--- config.mk ---
export PLATFORM = sky130hd
export DESIGN_NAME = axi_bresp_arb
export DESIGN_NICKNAME = d
export VERILOG_FILES = /design/src/rtl/axi_rab_pkg.sv /design/src/rtl/rr_arbiter.sv /design/src/rtl/axi_bresp_arb.sv
export SDC_FILE = /design/constraint.sdc
export NUM_CORES = 1
export LEC_CHECK = 0
export BUFFER_PORTS_ARGS = -buffer_cell sky130_fd_sc_hd__buf_2
export CORE_UTILIZATION = 49
export CTS_CLUSTER_DIAMETER = 60
export CTS_CLUSTER_SIZE = 12
export DETAILED_ROUTE_END_ITERATION = 8
export PLACE_DENSITY_LB_ADDON = 0.25
export RECOVER_POWER = 50
export SYNTH_ARGS = -nofsm -noshare
export SYNTH_HDL_FRONTEND = slang
export SYNTH_SLANG_ARGS = --single-unit
--- constraint.sdc ---
create_clock -name clk -period 5.1 [get_ports clk]
set_input_delay 1.53 -clock clk [delete_from_list [all_inputs] [get_ports clk]]
set_output_delay 1.53 -clock clk [all_outputs]
set_load 0.01 [all_outputs]
--- src/rtl/axi_rab_pkg.sv ---
// Shared definitions for the AXI response arbiters: BRESP/RRESP encodings,
// a constant clog2, and helpers that pull one source's field out of a
// packed per-source bus.
package axi_rab_pkg;

    localparam logic [1:0] OKAY   = 2'b00;
    localparam logic [1:0] EXOKAY = 2'b01;
    localparam logic [1:0] SLVERR = 2'b10;
    localparam logic [1:0] DECERR = 2'b11;

    // Callers zero-extend their packed bus to BUS_MAX bits and truncate the
    // returned field back to its real width. This keeps one helper usable
    // for any field width.
    localparam int BUS_MAX   = 512;
    localparam int FIELD_MAX = 64;

    // Ceiling log2, usable in parameter expressions.
    function automatic int clog2(input int value);
        int result;
        result = 0;
        for (int v = value - 1; v > 0; v = v >> 1) begin
            result = result + 1;
        end
        return result;
    endfunction

    // Field of width 'width' belonging to source 'idx' in a packed bus.
    function automatic logic [FIELD_MAX-1:0] get_field(
        input logic [BUS_MAX-1:0] bus,
        input int unsigned        idx,
        input int unsigned        width
    );
        logic [BUS_MAX-1:0]   shifted;
        logic [FIELD_MAX-1:0] mask;
        shifted = bus >> (idx * width);
        mask    = (FIELD_MAX'(1) << width) - FIELD_MAX'(1);
        return shifted[FIELD_MAX-1:0] & mask;
    endfunction

    // SLVERR and DECERR both have the top response bit set.
    function automatic logic resp_is_err(input logic [1:0] resp);
        return resp[1];
    endfunction

endpackage

--- src/rtl/rr_arbiter.sv ---
// Round-robin arbiter with its own last-grant pointer. The search starts one
// past the last winner and wraps modulo N, so a non-power-of-two N never
// produces an out-of-range index.
module rr_arbiter
    import axi_rab_pkg::*;
#(
    parameter  int N = 4,
    localparam int W = clog2(N)
) (
    input  logic         clk,
    input  logic         reset,
    input  logic [N-1:0] req,
    input  logic         advance,
    output logic [N-1:0] grant,
    output logic [W-1:0] grant_idx
);

    logic [W-1:0] ptr;
    logic [W-1:0] cand;
    logic         found;

    // First requester after the pointer, scanning with wrap-around.
    always_comb begin
        grant     = '0;
        grant_idx = '0;
        cand      = '0;
        found     = 1'b0;
        for (int k = 1; k <= N; k++) begin
            cand = W'((int'(ptr) + k) % N);
            if (!found && req[cand]) begin
                found       = 1'b1;
                grant[cand] = 1'b1;
                grant_idx   = cand;
            end
        end
    end

    // Pointer moves to the winner only when the grant is actually taken.
    always_ff @(posedge clk) begin
        if (reset) begin
            ptr <= W'(N - 1);
        end else if (advance) begin
            ptr <= grant_idx;
        end
    end

endmodule

--- src/rtl/axi_bresp_arb.sv ---
// Merges NUM_SRC AXI B channels onto one registered master-facing B channel,
// serving sources round-robin and keeping a sticky flag for error responses.
module axi_bresp_arb
    import axi_rab_pkg::*;
#(
    parameter  int NUM_SRC    = 4,
    parameter  int ID_WIDTH   = 8,
    parameter  int USER_WIDTH = 2,
    localparam int SRC_W      = clog2(NUM_SRC)
) (
    input  logic                           clk,
    input  logic                           reset,
    input  logic [NUM_SRC*ID_WIDTH-1:0]    in_mbid,
    input  logic [NUM_SRC*2-1:0]           in_mbresp,
    input  logic [NUM_SRC*USER_WIDTH-1:0]  in_mbuser,
    input  logic [NUM_SRC-1:0]             in_mbvalid,
    output logic [NUM_SRC-1:0]             out_mbready,
    output logic [ID_WIDTH-1:0]            out_sbid,
    output logic [1:0]                     out_sbresp,
    output logic [USER_WIDTH-1:0]          out_sbuser,
    output logic                           out_sbvalid,
    input  logic                           in_sbready,
    output logic [SRC_W-1:0]               out_src,
    output logic                           out_err,
    input  logic                           in_err_clr
);

    logic                  load_en;
    logic                  accept;
    logic [NUM_SRC-1:0]    grant;
    logic [SRC_W-1:0]      grant_idx;
    logic [BUS_MAX-1:0]    id_bus;
    logic [BUS_MAX-1:0]    resp_bus;
    logic [BUS_MAX-1:0]    user_bus;
    logic [ID_WIDTH-1:0]   sel_id;
    logic [1:0]            sel_resp;
    logic [USER_WIDTH-1:0] sel_user;

    // The output register can take a new response when empty or draining;
    // reset blocks every handshake.
    assign load_en     = ~out_sbvalid | in_sbready;
    assign accept      = load_en & (|in_mbvalid) & ~reset;
    assign out_mbready = accept ? grant : '0;

    assign id_bus   = BUS_MAX'(in_mbid);
    assign resp_bus = BUS_MAX'(in_mbresp);
    assign user_bus = BUS_MAX'(in_mbuser);
    assign sel_id   = ID_WIDTH'(get_field(id_bus, 32'(grant_idx), ID_WIDTH));
    assign sel_resp = 2'(get_field(resp_bus, 32'(grant_idx), 2));
    assign sel_user = USER_WIDTH'(get_field(user_bus, 32'(grant_idx), USER_WIDTH));

    rr_arbiter #(
        .N(NUM_SRC)
    ) u_rr (
        .clk       (clk),
        .reset     (reset),
        .req       (in_mbvalid),
        .advance   (accept),
        .grant     (grant),
        .grant_idx (grant_idx)
    );

    // Output register: load on accept, empty on drain, hold while stalled.
    always_ff @(posedge clk) begin
        if (reset) begin
            out_sbvalid <= 1'b0;
            out_sbid    <= '0;
            out_sbresp  <= '0;
            out_sbuser  <= '0;
            out_src     <= '0;
        end else if (accept) begin
            out_sbvalid <= 1'b1;
            out_sbid    <= sel_id;
            out_sbresp  <= sel_resp;
            out_sbuser  <= sel_user;
            out_src     <= grant_idx;
        end else if (load_en) begin
            out_sbvalid <= 1'b0;
        end
    end

    // Sticky error flag; a new error outranks a simultaneous clear.
    always_ff @(posedge clk) begin
        if (reset) begin
            out_err <= 1'b0;
        end else if (accept && resp_is_err(sel_resp)) begin
            out_err <= 1'b1;
        end else if (in_err_clr) begin
            out_err <= 1'b0;
        end
    end

endmodule

==> results.sh <==
export IMPL_max_stage_delay_ns=0.55
export IMPL_yosysMostFrequentCell="mux2i_1"
export IMPL_yosys_warnings=0
export IMPL_grt_max_degree=27
export IMPL_yosysUniqueCellTypes=37
export IMPL_multi_input_comb_area_um2=1330
export IMPL_slew_limit_headroom_pct=4.97
export IMPL_required_ns=3.57
export IMPL_synthFlopType="dfxtp_1"
export IMPL_grt_pass1_vias=1622
export IMPL_wl_met3_um=248
export IMPL_final_hold_violation_count=0
export IMPL_fin_crit_sh_pct=95.5
export IMPL_p_switching_mw=0.362
export IMPL_max_freq_ghz=0.205
export IMPL_dr_pass1_iters=4
export IMPL_setup_viol=0
export IMPL_cts_hold_buffers=0
export IMPL_m1WireLength_mm=2.19
export IMPL_drc_errors=0
export IMPL_crit_fanout=10
export IMPL_intPower_mw=0.507
export IMPL_syn_nets=267
export IMPL_clockBufferDepth=2
export IMPL_clock_sinks=18
export IMPL_drt_wirelength_per_cell_um=14.2
export IMPL_critPathKind="input port to output port"
export IMPL_cts_tree="yes"
export IMPL_wl_met2_mm=2.01
export IMPL_hold_class="flop to flop"
export IMPL_cts_clk_slew_worst_paths_ns=0.06
export IMPL_cts_setup_buffers=0
export IMPL_num_antenna_cells=0
export IMPL_critPathLaunchType="input port"
export IMPL_nets=334
export IMPL_synth_top_area_share_pct=19.9
export IMPL_top_layer="met4"
export IMPL_synth_common_cells="mux2i_1, a21o_1, nor2_1, dfxtp_1, o22ai_1"
export IMPL_drt_iter0_drc=161
export IMPL_status="completed"
export IMPL_power_density_nw_per_um2=394
export IMPL_async_reset_ff_share_pct=0
export IMPL_dieArea_um2=3940
export IMPL_grtUsageTotal_pct=22.5
export IMPL_gp_congestion=0.805
export IMPL_crit_path_cell_trace="buf_2, mux4_2, or2_4, a2111oi_4, a221oi_1, nor2_1, buf_2"
export IMPL_placed_cells=311
export IMPL_drive_gt1_share_pct=30.1
export IMPL_root_buffer="clkbuf_8"
export IMPL_tightest_slew_ns=1.42
export IMPL_fp_dieW_um=62.8
export IMPL_syn_area_um2=1810
export IMPL_power_leakage_nw=1.12
export IMPL_overflow=0
export IMPL_synth_edf_count=0
export IMPL_die_h_um=62.8
export IMPL_final_max_slew_viol_count=0
export IMPL_switching_share_pct=41.7
export IMPL_areaGrowthSynthToFinish_pct=22.1
export IMPL_crit_path_end_kind="output port"
export IMPL_grt_pass1_wl_mm=7.32
export IMPL_synth_seq_cells=18
export IMPL_critical_path_top_delay_family="compound AO/OA/AOI/OAI gates"
export IMPL_io_pins=76
export IMPL_start_util_pct=52.6
export IMPL_worst_ep_arrival_time_ns=3.34
export IMPL_drv_cap=0
export IMPL_antenna_found_initial=0
export IMPL_whs_ns=0.478
export IMPL_finalCriticalPeriod_ns=4.87
export IMPL_portBuffers=75
export IMPL_ant_nets=0
export IMPL_crit_top_cell="buf_2"
export IMPL_synth_top_cell_by_area="dfxtp_1"
export IMPL_share_seq_of_total_power_pct=22.6
export IMPL_power_frac_clock_pct=12.9
export IMPL_row_count=21
export IMPL_regArea_um2=360
export IMPL_setup_tns_ns=0
export IMPL_irDropWorstVdd_uv=262
export IMPL_synthTopCellsByArea="dfxtp_1, mux2i_1, a21o_1"
export IMPL_htree_levels=1
export IMPL_cp_slowest_cell="mux4_2"
export IMPL_nFillCells=316
export IMPL_p_comb_share_pct=64.6
export IMPL_synthCells=203
export IMPL_wirelength_mm=4.46
export IMPL_vias=1781
export IMPL_layout_cells_non_filler=315
export IMPL_cp_num_buf_inv=2
export IMPL_post_cts_resized=0
export IMPL_ys_seq_area_share_pct=19.9
export IMPL_syn_avg_cell_area_um2=8.91
export IMPL_skew_ns=0.00273
export IMPL_via_per_inst=5.65
export IMPL_worstSkewPairLatency_ns=0.24
export IMPL_hpwl_mm=3.36
export IMPL_cts_buffers=3
export IMPL_core_um2=3440
export IMPL_rsz0062_at_grt="no"
per-stage QoR:
step | instance area, um^2 | setup WS, ns | total power, mW | util (%)
2_1_floorplan | 1810 | 0.383 | 0.652 | -
3_3_place_gp | 2180 | 0.267 | 0.758 | 63.3
3_5_place_dp | 2180 | 0.247 | 0.766 | 63.3
4_1_cts | 2230 | 0.241 | 0.879 | 64.9
5_1_grt | 2210 | 0.0983 | 0.933 | 64.2
6_report | 2210 | 0.227 | 0.869 | 64.2
final timing paths:
path                      start              to  slack [ns]  depth (start not counted)
hold / removal          out_err         out_err        0.48                          2
hold reg to reg         out_err         out_err        0.48                          2
setup reg to reg    u_rr.ptr[0]   out_sbresp[1]        0.84                         10
setup / recovery  in_mbvalid[0]  out_mbready[2]        0.23                          7
state kept, by name, summed over array words and instances (netlist names):
name         count
out_sbvalid      1
out_sbuser       2
out_sbid         8
out_src          2
out_sbresp       2
u_rr.ptr         2
out_err          1
layer usage:
metal / GRT usage [%] / vias up
met4: 2.91 / 0
li1: - / 904
met5: 0 / -
met2: 36.0 / 58
met1: 32.6 / 817
met3: 3.28 / 2
tightest hold or removal path: stages, from the launching register on:
cell and delay (ns):
dfxtp_1 0.34, nand2_1 0.05, o21ai_0 0.06
kinds of logic (layout without fill, tap and decap cells):
family / count (synthesis) / in the layout / share of synthesized area, %
AOI/OAI and AO/OA: 66 / 66 / 28.8
and+or+nand+nor: 50 / 50 / 14.8
muxes: 39 / 39 / 24.1
buffers and inverters: 22 / 88 / 6.85
DFF: 18 / 18 / 19.9
adders and majority gates: 8 / 8 / 5.53
cell type report:
class	count	share of cell area, %
sequential	18	16.3
inverter	3	0.510
tap	46	2.61
timing repair buffer	81	18.0
clock buffer	4	2.49
multi-input combinational	163	60.1
power by group through the flow:
stage	Combinational, mW	Sequential, mW	Clock (mW)
floorplan	0.434	0.218	0
global placement	0.562	0.196	0
detailed placement	0.568	0.198	0
CTS	0.569	0.195	0.115
global route	0.611	0.200	0.121
finish	0.562	0.196	0.112
cell usage in the layout, fill, tap and decap left out, types with 5 or more instances in the layout:
master and n:
nor2_1 21, buf_4 5, buf_2 59, mux2i_1 33, a221oi_1 5, nor3b_1 10
o22ai_1 12, nor2b_1 5, dfxtp_1 18, ha_1 8, o21ai_0 6, a21o_1 21
clkbuf_1 17
No activity file was read; power rests on OpenSTA's default activity.
